**config.mk**
```make
export PLATFORM = sky130hd
export DESIGN_NAME = seg_scan_mux
export DESIGN_NICKNAME = d
export VERILOG_FILES = /design/src/rtl/seg_scan_mux_pkg.sv /design/src/rtl/scan_tick_gen.sv /design/src/rtl/seg_scan_mux.sv
export SDC_FILE = /design/constraint.sdc
export NUM_CORES = 1
export LEC_CHECK = 0
export ABC_AREA = 1
export CORE_ASPECT_RATIO = 0.6
export CORE_MARGIN = 1.5
export CORE_UTILIZATION = 39
export CTS_CLUSTER_DIAMETER = 100
export DETAILED_ROUTE_END_ITERATION = 12
export GPL_ROUTABILITY_DRIVEN = 1
export SYNTH_ARGS = -nofsm -noshare
export SYNTH_HDL_FRONTEND = slang
export SYNTH_HIERARCHICAL = 1
export SYNTH_SLANG_ARGS = --single-unit
```
**constraint.sdc**
```tcl
create_clock -name clk -period 2.6 [get_ports clk]
set_input_delay 0.52 -clock clk [delete_from_list [all_inputs] [get_ports clk]]
set_output_delay 0.52 -clock clk [all_outputs]
set_load 0.02 [all_outputs]
```
**src/rtl/seg_scan_mux_pkg.sv**
```systemverilog
// rtl/seg_scan_mux_pkg.sv - shared constants for the traffic-light countdown display
//
// Purpose:
//   Segment patterns for BCD digits, digit slot indices and the scan FSM
//   state encoding used by seg_scan_mux.
//   Segment vectors are ordered {g,f,e,d,c,b,a}. In this package they are
//   active-high (1 = lit); polarity is applied in seg_scan_mux.

package seg_scan_mux_pkg;

  // Scan FSM states
  typedef enum logic [1:0] {
    ST_IDLE  = 2'd0,
    ST_BLANK = 2'd1,
    ST_SHOW  = 2'd2
  } scan_state_t;

  // Slot order on the shared segment bus
  localparam logic [1:0] D_ONE1 = 2'd0;
  localparam logic [1:0] D_TEN1 = 2'd1;
  localparam logic [1:0] D_ONE2 = 2'd2;
  localparam logic [1:0] D_TEN2 = 2'd3;

  // Active-high patterns, {g,f,e,d,c,b,a}
  localparam logic [6:0] SEG_0   = 7'b0111111;
  localparam logic [6:0] SEG_1   = 7'b0000110;
  localparam logic [6:0] SEG_2   = 7'b1011011;
  localparam logic [6:0] SEG_3   = 7'b1001111;
  localparam logic [6:0] SEG_4   = 7'b1100110;
  localparam logic [6:0] SEG_5   = 7'b1101101;
  localparam logic [6:0] SEG_6   = 7'b1111101;
  localparam logic [6:0] SEG_7   = 7'b0000111;
  localparam logic [6:0] SEG_8   = 7'b1111111;
  localparam logic [6:0] SEG_9   = 7'b1101111;
  localparam logic [6:0] SEG_NONE = 7'b0000000;

  // BCD to active-high segments; codes 10..15 are not digits and stay dark
  function automatic logic [6:0] bcd_to_seg(input logic [3:0] i_bcd);
    logic [6:0] w_pat;
    case (i_bcd)
      4'd0:    w_pat = SEG_0;
      4'd1:    w_pat = SEG_1;
      4'd2:    w_pat = SEG_2;
      4'd3:    w_pat = SEG_3;
      4'd4:    w_pat = SEG_4;
      4'd5:    w_pat = SEG_5;
      4'd6:    w_pat = SEG_6;
      4'd7:    w_pat = SEG_7;
      4'd8:    w_pat = SEG_8;
      4'd9:    w_pat = SEG_9;
      default: w_pat = SEG_NONE;
    endcase
    return w_pat;
  endfunction

endpackage

```
**src/rtl/scan_tick_gen.sv**
```systemverilog
// rtl/scan_tick_gen.sv - digit slot counter with blank-end and slot-end strobes
//
// Purpose:
//   Counts 0..DIV-1 while i_run is high and wraps; held at 0 while i_run is low
//   (synchronous clear). Strobes are combinational decodes of the count and
//   are only asserted while running.
// Ports:
//   clk          in   system clock
//   rst_n        in   asynchronous active-low reset
//   i_run        in   1 = count, 0 = clear to 0 on the next edge
//   o_blank_end  out  count == BLANK_CYCLES-1 (last dark cycle of the slot)
//   o_pre_end    out  count == DIV-2 (cycle before the last cycle of the slot)
//   o_slot_end   out  count == DIV-1 (last cycle of the slot)

module scan_tick_gen #(
  parameter int DIV          = 50000,
  parameter int BLANK_CYCLES = 16
) (
  input  logic clk,
  input  logic rst_n,
  input  logic i_run,
  output logic o_blank_end,
  output logic o_pre_end,
  output logic o_slot_end
);

  localparam int CW = (DIV > 1) ? $clog2(DIV) : 1;
  localparam logic [CW-1:0] LAST_CNT  = CW'(DIV - 1);
  localparam logic [CW-1:0] PRE_CNT   = CW'(DIV - 2);
  localparam logic [CW-1:0] BLANK_CNT = CW'(BLANK_CYCLES - 1);

  logic [CW-1:0] r_cnt;

  always_ff @(posedge clk or negedge rst_n) begin
    if (!rst_n) begin
      r_cnt <= '0;
    end else if (!i_run || (r_cnt == LAST_CNT)) begin
      r_cnt <= '0;
    end else begin
      r_cnt <= r_cnt + CW'(1);
    end
  end

  assign o_blank_end = i_run && (r_cnt == BLANK_CNT);
  assign o_pre_end   = i_run && (r_cnt == PRE_CNT);
  assign o_slot_end  = i_run && (r_cnt == LAST_CNT);

endmodule

```
**src/rtl/seg_scan_mux.sv**
```systemverilog
// rtl/seg_scan_mux.sv - 4-digit time-multiplexed 7-segment driver for two countdowns
//
// Purpose:
//   Scans one1, ten1, one2, ten2 onto a shared segment bus, one slot each.
//   Every slot opens with BLANK_CYCLES dark cycles (anti-ghosting), then the
//   digit is shown until the slot ends. All four digits are latched together
//   at frame start so a frame never mixes old and new values. A tens digit of
//   0 is blanked when LZ_BLANK is set; non-BCD codes show dark.
// Ports:
//   clk         in   system clock
//   rst_n       in   asynchronous active-low reset
//   en          in   display enable; 0 forces dark and restarts the scan
//   one1/ten1   in   BCD digits, road 1
//   one2/ten2   in   BCD digits, road 2
//   seg         out  {g,f,e,d,c,b,a}, polarity per SEG_ACTIVE_LOW (registered)
//   an          out  digit enables, one-hot when lit, polarity per AN_ACTIVE_LOW (registered)
//   digit_idx   out  slot in progress (0=one1, 1=ten1, 2=one2, 3=ten2)
//   frame_done  out  one-cycle pulse on the last cycle of slot 3

import seg_scan_mux_pkg::*;

module seg_scan_mux #(
  parameter int CLK_HZ         = 50000000,
  parameter int SCAN_HZ        = 1000,
  parameter int BLANK_CYCLES   = 16,
  parameter bit SEG_ACTIVE_LOW = 1'b1,
  parameter bit AN_ACTIVE_LOW  = 1'b1,
  parameter bit LZ_BLANK       = 1'b1
) (
  input  logic       clk,
  input  logic       rst_n,
  input  logic       en,
  input  logic [3:0] one1,
  input  logic [3:0] ten1,
  input  logic [3:0] one2,
  input  logic [3:0] ten2,
  output logic [6:0] seg,
  output logic [3:0] an,
  output logic [1:0] digit_idx,
  output logic       frame_done
);

  localparam int DIV = CLK_HZ / SCAN_HZ;
  localparam logic [6:0] SEG_OFF = SEG_ACTIVE_LOW ? 7'h7F : 7'h00;
  localparam logic [3:0] AN_OFF  = AN_ACTIVE_LOW  ? 4'hF  : 4'h0;

  scan_state_t r_state;
  logic [1:0]  r_idx;
  logic        r_frame_done;
  logic [6:0]  r_seg;
  logic [3:0]  r_an;
  logic [3:0]  r_snap_one1;
  logic [3:0]  r_snap_ten1;
  logic [3:0]  r_snap_one2;
  logic [3:0]  r_snap_ten2;

  logic        w_run;
  logic        w_blank_end;
  logic        w_pre_end;
  logic        w_slot_end;
  logic        w_take_snap;
  logic [3:0]  w_bcd;
  logic [6:0]  w_pat;
  logic [6:0]  w_seg_lit;
  logic [3:0]  w_an_onehot;
  logic [3:0]  w_an_lit;

  // The counter only runs once the FSM has left IDLE, so BLANK always
  // starts at count 0.
  assign w_run = en && (r_state != ST_IDLE);

  scan_tick_gen #(
    .DIV          (DIV),
    .BLANK_CYCLES (BLANK_CYCLES)
  ) u_tick (
    .clk         (clk),
    .rst_n       (rst_n),
    .i_run       (w_run),
    .o_blank_end (w_blank_end),
    .o_pre_end   (w_pre_end),
    .o_slot_end  (w_slot_end)
  );

  // New frame starts either from IDLE or when slot 3 wraps back to slot 0.
  assign w_take_snap = en && ((r_state == ST_IDLE) ||
                              ((r_state == ST_SHOW) && w_slot_end && (r_idx == D_TEN2)));

  // Pattern for the digit of the current slot. SHOW is only ever entered
  // from BLANK of the same slot, so r_idx selects the digit to light next.
  always_comb begin
    w_bcd = r_snap_one1;
    case (r_idx)
      D_ONE1:  w_bcd = r_snap_one1;
      D_TEN1:  w_bcd = r_snap_ten1;
      D_ONE2:  w_bcd = r_snap_one2;
      default: w_bcd = r_snap_ten2;
    endcase

    w_pat = bcd_to_seg(w_bcd);
    // Odd slots are tens digits
    if (LZ_BLANK && r_idx[0] && (w_bcd == 4'd0)) begin
      w_pat = SEG_NONE;
    end

    w_seg_lit   = SEG_ACTIVE_LOW ? ~w_pat : w_pat;
    w_an_onehot = 4'b0001 << r_idx;
    w_an_lit    = AN_ACTIVE_LOW ? ~w_an_onehot : w_an_onehot;
  end

  // seg/an are loaded with the values for the next state, so pins switch on
  // the same edge as the state itself and never disagree with each other.
  always_ff @(posedge clk or negedge rst_n) begin
    if (!rst_n) begin
      r_state      <= ST_IDLE;
      r_idx        <= D_ONE1;
      r_frame_done <= 1'b0;
      r_seg        <= SEG_OFF;
      r_an         <= AN_OFF;
      r_snap_one1  <= 4'd0;
      r_snap_ten1  <= 4'd0;
      r_snap_one2  <= 4'd0;
      r_snap_ten2  <= 4'd0;
    end else begin
      // Raised one cycle early so the pulse sits on the last cycle of slot 3.
      // w_pre_end requires en, so a frame cut short never reports done.
      r_frame_done <= w_pre_end && (r_idx == D_TEN2);

      if (w_take_snap) begin
        r_snap_one1 <= one1;
        r_snap_ten1 <= ten1;
        r_snap_one2 <= one2;
        r_snap_ten2 <= ten2;
      end

      if (!en) begin
        r_state <= ST_IDLE;
        r_idx   <= D_ONE1;
        r_seg   <= SEG_OFF;
        r_an    <= AN_OFF;
      end else begin
        case (r_state)
          ST_IDLE: begin
            r_state <= ST_BLANK;
            r_idx   <= D_ONE1;
            r_seg   <= SEG_OFF;
            r_an    <= AN_OFF;
          end
          ST_BLANK: begin
            if (w_blank_end) begin
              r_state <= ST_SHOW;
              r_seg   <= w_seg_lit;
              r_an    <= w_an_lit;
            end
          end
          ST_SHOW: begin
            if (w_slot_end) begin
              r_state <= ST_BLANK;
              r_idx   <= r_idx + 2'd1;
              r_seg   <= SEG_OFF;
              r_an    <= AN_OFF;
            end
          end
          default: begin
            r_state <= ST_IDLE;
            r_idx   <= D_ONE1;
            r_seg   <= SEG_OFF;
            r_an    <= AN_OFF;
          end
        endcase
      end
    end
  end

  assign seg        = r_seg;
  assign an         = r_an;
  assign digit_idx  = r_idx;
  assign frame_done = r_frame_done;

endmodule

```
==> impl_metrics.ini, run 1 <==
[setup_path]
worst_ep_required_ps = 2820
cpPeakStageDelay_ps = 470
r2r.worst_path.cells = 12
worst_ep_arrival_time_ps = 2490
reg2reg_to = seg[0]$_DFFE_PN1P_
crit_path_top_delay_cell = clkdlybuf4s50_1
rrSetupSlack_ps = 340
worstSetupPathType = input pin to flip-flop
regToRegStartpoint = u_tick/r_cnt[0]$_DFF_PN0_
crit_path_end_kind = flip-flop
path_max_fanout = 12
crit_path_frequent_cell = inv_1
crit_chain = clkdlybuf4s50_1, inv_2, a21oi_1, inv_1, nor3_1, nand3b_1, nor2_1, inv_1, a21oi_2, or2_2, inv_1, nor2_1
setup.worst_path.start_class = input pin

[floorplan]
dieHeight_um = 67.32
die_width_um = 110.2
floorplan.initialDensity_pct = 40.27
core_area_um2 = 6676
die_area_um2 = 7418
ports = 33
floorplan.rows = 23

[detailed_routing]
wl_per_cell_um = 13.41
drt_first_iter_violations = 85
vias = 2019
remaining_drc_errors = 0
firstDrtPassIters = 4
postRouteWirelength_mm = 5.699
viasPerCell = 4.751
route.antenna.remaining_nets = 0

[clocking]
postCtsResizedCells = 0
tritoncts = yes
cts_sinks = 48
cts.reportedPaths.clkPinSlew_ps = 70
cts_buffer_depth = 2
holdBufCountCts = 0
insertion_delay_to_the_later_sink_of_the_worst_skew_pair_ps = 290
htree_num_levels = 2
cts_buffer_count = 5
ctsRootBufferMaster = clkbuf_16
cts_post_setup_buffers_inserted = 0

[power_and_ir_drop]
power_leakage_nw = 1.427
worst_vdd_rail_ir_drop_uv = 321.0
power_density_relative_to_cell_area_nw_per_um2 = 549.2

[logic_synthesis]
synth_cells = 298
synth_area_um2 = 2689
synth_area_per_cell_um2 = 9.023
synth-seq-area-share_pct = 45.18
synth-async-reset-ratio_pct = 100.0
synth-edff-count = 0
syn_nets = 327
synth_warnings = 6
synth-main-ff-cell = dfrtp_1
synth_cell_types = 36
yosys_register_bits = 48

[sta]
finalSetupTns_ps = 0
final_min_period_over_clock_period_pct = 87.19
unrepaired_setup_endpoints_after_global_routing = false
finClkSkew_ps = 10.29
timing.final.hold_violations = 0
worst-slew-pin-transition_ps = 505.6
maxSlewHeadroom_pct = 66.29
max_clock_freq_mhz = 441.1
report.final.setup_viol = 0
timing_max_transition_violations_final = 0
period_minus_slack_ps = 2267
whs_ps = 193.2

[place]
dp.final_hpwl_mm = 4.329
numPortBuffers = 32
finalWeightedCongestion = 0.8302

[grt]
overflow = 0
grt_antenna_before_repair = 0
grt_first_pass_wirelength_mm = 9.591
global_route.usage.total_pct = 17.35
maximum_number_of_pins_on_one_net_before_global_route_repair = 28
grt_pass1_vias = 1919

[finish]
antenna-diode-count = 0
mostFrequentLayoutCell = nor2_1
area_growth_pct = 20.52
design.final.nets = 366
most-common-layout-cells = nor2_1 (56), nand2_1 (55), dfrtp_1 (37)
drive_above_1_share_pct = 19.82

[outcome]
outcome = finished, final reports clean

[job]
max_cap_viol_count = 0

[hold_path]
worstHoldPathType = input pin to async pin
## cell families (layout without fill, tap and decap cells)
group                      count (synthesis)  in the layout  share of synthesized area (%)
muxes                                     16             16                          8.096
DFF                                       48             48                          45.18
buffers and inverters                     34             74                          5.630
and+or+nand+nor                          161            161                          28.29
xor gates and xnor gates                   7              7                          2.280
adders and majority gates                 10             10                          4.653
AOI/OAI and AO/OA                         22             22                          5.863
## state kept, by name, summed over array words and instances, names as in the netlist
register and flops:
an 4, r_state 2, r_snap_one1 4, r_snap_ten1 4, seg 7, u_tick/r_cnt 16
r_snap_one2 4, frame_done 1, digit_idx 2, r_snap_ten2 4
## power by group
part           switching [mW]  internal [mW]  leakage (nW)
Sequential             0.0400          0.809         0.593
Clock                   0.277          0.350        0.0710
Combinational           0.154          0.150         0.763
## layout make-up
class | count | area, µm²
Clock inverter | 3 | 13.76
Tap cell | 87 | 108.9
Inverter | 31 | 117.6
Clock buffer | 5 | 125.1
Sequential cell | 48 | 1215
Fill cell | 674 | 3436
Multi-Input combinational cell | 216 | 1323
Timing Repair Buffer | 35 | 337.8
## how the worst max path moves through the flow
| stage | startpoint | endpoint | slack (ps) | depth (start not counted) |
|---|---|---|---|---|
| 6_report | en | seg[0]$_DFFE_PN1P_ | 330 | 12 |
| 5_1_grt | u_tick/r_cnt[0]$_DFF_PN0_ | seg[0]$_DFFE_PN1P_ | 70 | 12 |
| 2_1_floorplan | en | r_snap_one1[0]$_DFFE_PN0P_ | 650 | 9 |
| 4_1_cts | en | seg[0]$_DFFE_PN1P_ | 310 | 12 |
| 3_5_place_dp | en | seg[0]$_DFFE_PN1P_ | 40 | 12 |
| 3_3_place_gp | en | seg[0]$_DFFE_PN1P_ | 90 | 12 |
## synthesized netlist by cell type, types with 2 or more instances
cell | count | share of area (%)
nor2_1 | 56 | 7.8
nand2_1 | 55 | 7.7
dfrtp_1 | 37 | 34
inv_1 | 27 | 3.8
dfstp_2 | 11 | 11
nand3_1 | 11 | 2.0
ha_1 | 10 | 4.7
mux2_4 | 10 | 5.6
nand4_1 | 10 | 2.3
mux2_2 | 6 | 2.5
nor2_2 | 6 | 1.4
o21ai_0 | 6 | 1.1
a21oi_1 | 4 | 0.74
a2bb2oi_1 | 4 | 1.3
nand2_2 | 4 | 0.93
xor2_1 | 4 | 1.3
buf_6 | 3 | 1.3
inv_2 | 3 | 0.42
nand2_4 | 3 | 1.3
nand3_2 | 3 | 1.1
or2_1 | 3 | 0.70
xnor2_1 | 3 | 0.98
nor2_4 | 2 | 0.84
nor3_1 | 2 | 0.37
o21ai_1 | 2 | 0.37
o21bai_1 | 2 | 0.56
or2_2 | 2 | 0.47
## per-layer routing
metal | up-vias | GRT usage [%] | wire [µm]
li1 | 1034 | - | -
met1 | 925 | 28.54 | 3376
met2 | 55 | 22.05 | 2003
met3 | 5 | 3.764 | 263
met4 | 0 | 4.327 | 55
met5 | - | 0 | 0
## per-stage QoR
step,instances,power (mW),util (%),instance area (µm²),setup WS (ps)
floorplan,298,1.079,-,2689,653.3
global placement,417,1.163,46.46,3102,85.88
detailed placement,417,1.168,46.46,3102,40.96
CTS,425,1.794,48.54,3241,307.6
global route,425,1.867,48.54,3241,70.12
finish,425,1.780,48.54,3241,333.1
## worst max-delay path, delay by kind of cell
family | cells | cell delay [ps]
buffers and inverters | 5 | 730
and+or+nand+nor | 5 | 670
AOI/OAI and AO/OA | 2 | 570
Power figures use the tool's default switching activity.
==> inputs of run 2 (changes only) <==
CAP_MARGIN = 40   (was unset)
RECOVER_POWER = 25   (was unset)
==> run 2 against run 1 <==
Compared with the run above:
- non-clock buffer count unchanged
- die area unchanged
- critical path depth unchanged
- final cell count unchanged
- final area decreased by 0.12%
- register-to-register slack about the same
- first-iteration DRC count unchanged
==> impl_metrics.ini, run 2 (synthesis gave the netlist of run 1 again) <==
[place]
place_inst = 417
finalWeightedCongestion = 0.8302
postPlaceCellArea_um2 = 3102
dp.final_hpwl_mm = 4.329
numPortBuffers = 32

[sta]
timing_max_transition_violations_final = 0
report.final.setup_viol = 0
timing.final.hold_violations = 0
finClkSkew_ps = 10.29
maxSlewHeadroom_pct = 19.19
finalSetupTns_ps = 0
period_minus_slack_ps = 2267
max_clock_freq_mhz = 441.1
worst-slew-pin-transition_ps = 1212
final_min_period_over_clock_period_pct = 87.19
unrepaired_setup_endpoints_after_global_routing = false

[detailed_routing]
firstDrtPassIters = 4
drt_first_iter_violations = 85
postRouteWirelength_mm = 5.703
route.antenna.remaining_nets = 0
vias = 2018
wl_per_cell_um = 13.42
viasPerCell = 4.748
remaining_drc_errors = 0

[finish]
seqCellArea_um2 = 1215
antenna-diode-count = 0
largest_register_ffs = 16
fillers = 675
drive_above_1_share_pct = 19.53
finished_layout_cells = 425
mostFrequentLayoutCell = nor2_1
area_growth_pct = 20.38
stdcell_area_um2 = 3237
design.final.nets = 366
multiInputGateArea_um2 = 1323
most-common-layout-cells = nor2_1 (56), nand2_1 (55), dfrtp_1 (37)
top_register = u_tick/r_cnt

[hold_path]
worstHoldPathType = input pin to async pin

[setup_path]
rrSetupSlack_ps = 340
crit_path_frequent_cell = inv_1
crit_path_top_delay_cell = clkdlybuf4s50_1
worstSetupPathType = input pin to flip-flop
worst_ep_required_ps = 2820
cpPeakStageDelay_ps = 470
crit_chain = clkdlybuf4s50_1, inv_2, a21oi_1, inv_1, nor3_1, nand3b_1, nor2_1, inv_1, a21oi_2, or2_2, inv_1, nor2_1
setup.worst_path.start_class = input pin
crit_path_end_kind = flip-flop
worst_ep_arrival_time_ps = 2490
path_max_fanout = 12

[clocking]
holdBufCountCts = 0
cts_post_setup_buffers_inserted = 0
cts_buffer_depth = 2
cts.reportedPaths.clkPinSlew_ps = 70
insertion_delay_to_the_later_sink_of_the_worst_skew_pair_ps = 290
postCtsResizedCells = 0
tritoncts = yes
cts_sinks = 48
ctsRootBufferMaster = clkbuf_16
htree_num_levels = 2
cts_buffer_count = 5

[grt]
maximum_number_of_pins_on_one_net_before_global_route_repair = 28
global_route.usage.total_pct = 17.35
grt_pass1_vias = 1919
overflow = 0
grt_antenna_before_repair = 0
grt_first_pass_wirelength_mm = 9.591

[power_and_ir_drop]
power_density_relative_to_cell_area_nw_per_um2 = 549.6
worst_vdd_rail_ir_drop_uv = 321.0
power_leakage_nw = 1.424

[floorplan]
dieHeight_um = 67.32
core_area_um2 = 6676
ports = 33
die_area_um2 = 7418
floorplan.initialDensity_pct = 40.27
die_width_um = 110.2
floorplan.rows = 23

[job]
max_cap_viol_count = 0

[outcome]
outcome = finished, final reports clean
[run 2: cell count changes in the layout (fill, tap and decap cells not counted)]
cell,previous run,this run
buf_2,1,0
buf_4,3,2
clkbuf_2,0,1
clkbuf_1,0,1
[run 2: final timing paths]
path | start | to | cells after the start
worst max-delay path | en | seg[0]$_DFFE_PN1P_ | 12
worst min-delay path | rst_n | r_snap_one1[1]$_DFFE_PN0P_ | 1
worst max register to register | u_tick/r_cnt[0]$_DFF_PN0_ | seg[0]$_DFFE_PN1P_ | 12
worst min register to register | an[3]$_DFFE_PN1P_ | an[3]$_DFFE_PN1P_ | 1
max in group asynchronous | rst_n | digit_idx[1]$_DFFE_PN0P_ | 2
min in group clk | an[3]$_DFFE_PN1P_ | an[3]$_DFFE_PN1P_ | 1
[run 2: critical path: cells and delay by family]
kind	cells	cell delay, ps
buffers and inverters	5	730
and+or+nand+nor	5	670
AOI/OAI and AO/OA	2	570
[run 2: through the flow]
| stage | worst slack (ps) | hold WS, ps | power, mW | util [%] |
|---|---|---|---|---|
| after floorplan | 653.3 | 224.4 | 1.079 | - |
| after global placement | 85.88 | 491.8 | 1.163 | 46.46 |
| after detailed placement | 40.96 | 496.0 | 1.168 | 46.46 |
| after CTS | 307.6 | 209.8 | 1.794 | 48.54 |
| after global routing | 70.12 | 525.4 | 1.866 | 48.48 |
| final | 333.1 | 461.5 | 1.779 | 48.48 |
[run 2: layer usage]
layer / global-route usage, % / vias up / wire length, µm
li1: - / 1034 / -
met1: 28.54 / 924 / 3366
met2: 22.05 / 55 / 2005
met3: 3.764 / 5 / 275
met4: 4.327 / 0 / 55
met5: 0 / - / 0
[run 2: layout make-up]
class / count / area share, %
clock inverters: 3 / 0.4252
multi-input cells: 216 / 40.86
repair buffers: 35 / 10.32
inverters: 31 / 3.634
well taps: 87 / 3.363
clock buffers: 5 / 3.865
flip-flops and latches: 48 / 37.53
[run 2: power by group]
group | total, mW | leakage (nW) | switching [mW] | internal, mW
sequential | 0.849 | 0.593 | 0.0400 | 0.809
combinational | 0.303 | 0.760 | 0.154 | 0.149
clock | 0.627 | 0.0710 | 0.277 | 0.350
==> RTL change 1 (config.mk and constraints of run 1) <==
Set the parameter `SCAN_HZ` to 2000 (it was 1000).
--- a/src/rtl/seg_scan_mux.sv
+++ b/src/rtl/seg_scan_mux.sv
@@ -22,5 +22,5 @@
 module seg_scan_mux #(
   parameter int CLK_HZ         = 50000000,
-  parameter int SCAN_HZ        = 1000,
+  parameter int SCAN_HZ        = 2000,
   parameter int BLANK_CYCLES   = 16,
   parameter bit SEG_ACTIVE_LOW = 1'b1,
Check against the original RTL: same outputs for any inputs over 10 cycles, from zero or initial values and one cycle with rst_n low; that may be too few to reach the edited logic, so the function may still have changed.
==> RTL change 1 against run 1 <==
  * Total power is 11% higher
  * Sequential cell count is 1 lower
  * Core utilization is 1.1 points higher
  * Wire length is 2.1% lower
  * Synthesized area is 0.33% lower
  * Setup slack better by 0.026 ns
  * Design area is 1.7% higher
  * Critical path type is now reg2reg
  * Critical endpoint unchanged
==> RTL change 1: results (changes against run 1) <==
share of post-route cells with drive strength above 1=23.80% (was 19.82%); initial detailed-routing violation count=115 (was 85); CTS HTree Levels=2 (unchanged); Setup Skew=0.005200 ns (was 0.01029 ns); Critical Path AT=2.46 ns (was 2.49 ns); Static Leak=0.001453 uW (was 0.001427 uW); maximum number of pins on one net before global-route repair=48 (was 28); drt first pass iters=4 (unchanged); initial antenna violation count=0 (unchanged); DR WL/cell=13.32 um (was 13.41 um); worst hold path type=in2async (unchanged); Crit Path Max Fanout=5 (was 12); Slew Limit Fails=0 (unchanged); CTS max path bufs=2 (unchanged); Setup Buffers After CTS=0 (unchanged); fin nets=360 (was 366); Ys Warns=6 (unchanged); actual slew at the worst max-slew pin=0.3030 ns (was 0.5056 ns); post-detail-place hpwl=4.190 mm (was 4.329 mm); DR vias=1,993 (was 2,019); post-synth cell types=34 (was 36); VDD IR-drop max=343.3 uV (was 321.0 uV); fillcell total=621 (was 674); first-pass GRT wire length=9.197 mm (was 9.591 mm); clock slew at reported path FFs=0.07 ns (about the same); Crit path largest cell delay=0.41 ns (was 0.47 ns); routability cong.=0.8391 (was 0.8302); antenna cells=0 (unchanged); status=complete, no violations (unchanged); Worst-Skew Late Latency=0.29 ns (about the same); Main synth FF type=dfrtp_1 (unchanged); GRT Overall Usage=16.71% (was 17.35%); Synth Net Count=320 (was 327); clock root cell=clkbuf_16 (unchanged); vias in the first global route=1,788 (was 1,919); highest-delay cell along the critical path=dfrtp_1 (was clkdlybuf4s50_1); input/output buffers=32 (unchanged); top cells by area, synth=dfrtp_1 (34%), dfstp_2 (11%), nand2_1 (7.7%) (was dfrtp_1 (34%), dfstp_2 (11%), nor2_1 (7.8%)); max FFs per register=15 (was 16); register area share after synthesis=44.40% (was 45.18%); most instantiated cells after synthesis=nand2_1 (55), nor2_1 (39), dfrtp_1 (36) (was nor2_1 (56), nand2_1 (55), dfrtp_1 (37)); Num CTS Buffers=5 (unchanged); Post-synth ARST share=100.0% (unchanged); P_sw=473.1 uW (was 470.7 uW); # resized after CTS=0 (unchanged); Top reg by flops=u_tick/r_cnt (unchanged)
[RTL change 1: cell count changes after synthesis, moves of 2 or more]
cell	before	now
nand3_2	3	5
o21ai_1	2	0
nand2_2	4	1
nand3_1	11	14
nor2_2	6	15
nor2_1	56	39
[RTL change 1: per-stage QoR]
step | setup slack [ns] | utilization, % | area (um2) | power [uW] | instances
3_3_place_gp | 0.1479 | 46.70 | 3104 | 1149 | 411
5_1_grt | 0.1088 | 49.60 | 3297 | 2075 | 419
6_report | 0.3591 | 49.60 | 3297 | 1974 | 419
3_5_place_dp | 0.09446 | 46.70 | 3104 | 1159 | 411
4_1_cts | 0.3585 | 49.60 | 3297 | 1996 | 419
2_1_floorplan | 0.5623 | - | 2680 | 1069 | 291
[RTL change 1: metal layers]
metal	track usage (%)	share of wire [%]
met2	20.65	39
met5	0	0
met4	3.409	0.47
met1	27.96	56
met3	4.054	4.5
[RTL change 1: layout make-up]
type	count	share of cell area, %
flip-flops and latches	47	36.09
repair buffers	36	10.85
clock buffers	5	3.795
inverters	33	3.795
multi-input cells	208	40.11
clock inverters	3	2.049
well taps	87	3.302
[RTL change 1: critical path: cells and delay by family, from the launching register on]
family	cells	cell delay, ns
buf+inv	3	0.40
fa+ha+maj	2	0.51
simple gates	9	0.86
flops	1	0.41
[RTL change 1: logic make-up (layout without fill, tap and decap cells)]
group	Yosys count	after routing	share of synthesized area [%]
AND/OR/NAND/NOR	156	156	29.04
flip-flops	47	47	44.40
buffers and inverters	36	77	6.255
AO/OA/AOI/OAI	19	19	5.229
multiplexers	16	16	8.123
adder cells (fa/ha/maj)	10	10	4.669
XOR/XNOR	7	7	2.288
[RTL change 1: final timing paths]
path,startpoint,endpoint,slack (ns),cells past startpoint
worst max-delay path,digit_idx[0],seg[0],0.36,14
worst min-delay path,rst_n,r_snap_ten2[1],0.21,2
worst max register to register,digit_idx[0],seg[0],0.36,14
worst min register to register,r_snap_one2[1],r_snap_one2[1],0.51,1
max in group asynchronous,rst_n,an[0],2.11,2
min in group clk,r_snap_one2[1],r_snap_one2[1],0.51,1
[RTL change 1: power groups by stage]
stage / registers [uW] / clock network, uW / logic [uW]
global placement: 843 / 0 / 306
CTS: 832 / 847 / 317
detailed placement: 844 / 0 / 315
global route: 839 / 882 / 354
floorplan: 832 / 0 / 237
finish: 832 / 826 / 316
==> RTL change 2 (flow settings as in run 1) <==
Without the edit above. The output `frame_done` loses its register stage (`r_frame_done` becomes a continuous assignment).
--- a/src/rtl/seg_scan_mux.sv
+++ b/src/rtl/seg_scan_mux.sv
@@ -114,5 +114,4 @@
       r_state      <= ST_IDLE;
       r_idx        <= D_ONE1;
-      r_frame_done <= 1'b0;
       r_seg        <= SEG_OFF;
       r_an         <= AN_OFF;
@@ -124,5 +123,4 @@
       // Raised one cycle early so the pulse sits on the last cycle of slot 3.
       // w_pre_end requires en, so a frame cut short never reports done.
-      r_frame_done <= w_pre_end && (r_idx == D_TEN2);
 
       if (w_take_snap) begin
@@ -172,4 +170,6 @@
   end
 
+  assign r_frame_done = w_pre_end && (r_idx == D_TEN2);
+
   assign seg        = r_seg;
   assign an         = r_an;
Function: same outputs for any inputs over 10 cycles, from zero or initial values and one cycle with rst_n low; that may be too few to reach the edited logic, so the function may still have changed.
==> RTL change 2 against run 1 <==
  * Combinational power up 3%
  * First-iteration DRC count rose by 40%
  * Clock skew decreased by 0.0035 ns
  * Setup slack worse by 0.16 ns
  * Wire length rose by 1.2%
  * Synthesized area shrank 0.93%
  * Count of clock-buffer cells in the layout is 2 higher
  * Design area grew 1.3%
  * Maximum frequency decreased by 6.7%
  * Sequential share of layout area shrank 1.2 points
  * Sequential power is 2% lower
  * Total power up 0.91%
  * Sequential cell count decreased by 1
  * Critical endpoint is now frame_done
  * Largest cell class unchanged
==> RTL change 2: results (changes against run 1) <==
initial detailed-routing violation count=119 (was 85); DR vias/cell=4.810 (was 4.751); routability cong.=0.8188 (was 0.8302); Setup Buffers After CTS=0 (unchanged); worst hold path type=in2async (unchanged); register area share after synthesis=44.67% (was 45.18%); first-pass GRT wire length=9.473 mm (was 9.591 mm); Top reg by flops=u_tick/r_cnt (unchanged); max FFs per register=16 (unchanged); fillcell total=628 (was 674); placed inst area=0.003137 mm2 (was 0.003102 mm2); worst path required time=2.08 ns (was 2.82 ns); Synth Net Count=326 (was 327); Crit Path Max Fanout=2 (was 12); status=complete, no violations (unchanged); VDD IR-drop max=412.2 uV (was 321.0 uV); GRT Overall Usage=17.39% (was 17.35%); met1 Use GR=29.27% (was 28.54%); fin nets=373 (was 366); Crit path largest cell delay=0.47 ns (about the same); actual slew at the worst max-slew pin=0.8708 ns (was 0.5056 ns); Worst R2R Start=digit_idx[0] (was u_tick/r_cnt[0]); met3 Use GR=3.816% (was 3.764%); top cells by area, synth=dfrtp_1 (34%), dfstp_2 (11%), nor2_1 (7.9%) (was dfrtp_1 (34%), dfstp_2 (11%), nor2_1 (7.8%)); share of post-route cells with drive strength above 1=21.74% (was 19.82%); most instantiated cells after synthesis=nor2_1 (56), nand2_1 (55), dfrtp_1 (36) (was nor2_1 (56), nand2_1 (55), dfrtp_1 (37)); Setup Skew=0.006815 ns (was 0.01029 ns); CTS HTree Levels=2 (unchanged); vias in the first global route=1,821 (was 1,919); met2 Resource Use GR=21.35% (was 22.05%); DRT Wirelength=5.770 mm (was 5.699 mm); placed insts=424 (was 417); pre-CTS setup slack=-0.08592 ns (was 0.04096 ns); Switching Fraction=25.88% (was 26.45%); maximum number of pins on one net before global-route repair=39 (was 28); post-detail-place hpwl=4.352 mm (was 4.329 mm); DR vias=2,078 (was 2,019); Static Leak=0.001460 uW (was 0.001427 uW); Syn Inst Count=297 (was 298)
RTL change 2: repair_timing:
| action | 4_1_cts | 5_1_grt |
|---|---|---|
| hold endpoints to repair | 0 | 0 |
| resized for setup | 1 | 0 |
| setup endpoints to repair | 1 | 0 |
RTL change 2: cells by family after synthesis:
kind of cell | synth area share [%]
mux | 8.173
fa+ha+maj | 4.697
flops | 44.67
compound gates | 5.918
xor+xnor | 2.302
buf+inv | 5.683
simple gates | 28.56
RTL change 2: worst register-to-register path: cells and delay by family (launching register included):
kind | cells | cell delay, ns
AND/OR/NAND/NOR | 9 | 0.86
adder cells (fa/ha/maj) | 2 | 0.48
buffers and inverters | 3 | 0.38
flip-flops | 1 | 0.43
RTL change 2: cell type report:
cell class                 instances  area [um2]  share of cell area [%]
timing repair buffer              43       396.6                   12.08
sequential                        47        1190                   36.24
clock buffer                       7       142.6                   4.345
clock inverter                     1       5.005                  0.1524
tap                               87       108.9                   3.316
inverter                          31       117.6                   3.582
multi-input combinational        216        1323                   40.28
RTL change 2: power by group through the flow:
stage	sequential, uW	combinational [uW]	clock, uW
after detailed placement	848	313	0
after CTS	835	315	661
after floorplan	832	232	0
final	835	313	647
after global placement	845	308	0
after global routing	843	348	692
RTL change 2: worst paths after layout:
kind                                          to  slack, ns  depth (start not counted)
worst max-delay path                  frame_done       0.17                          8
worst min-delay path            u_tick/r_cnt[11]       0.34                          1
worst max register to register            seg[5]       0.39                         14
worst min register to register             an[0]       0.50                          1
max in group asynchronous                  an[3]       1.54                          2
min in group clk                           an[0]       0.50                          1
RTL change 2: routing by layer:
layer	share of wire, %	vias to the layer above	wire length (um)
met5	0	-	0
met3	7.2	2	415
met4	0.33	0	19
li1	-	1050	-
met2	36	65	2064
met1	57	961	3271
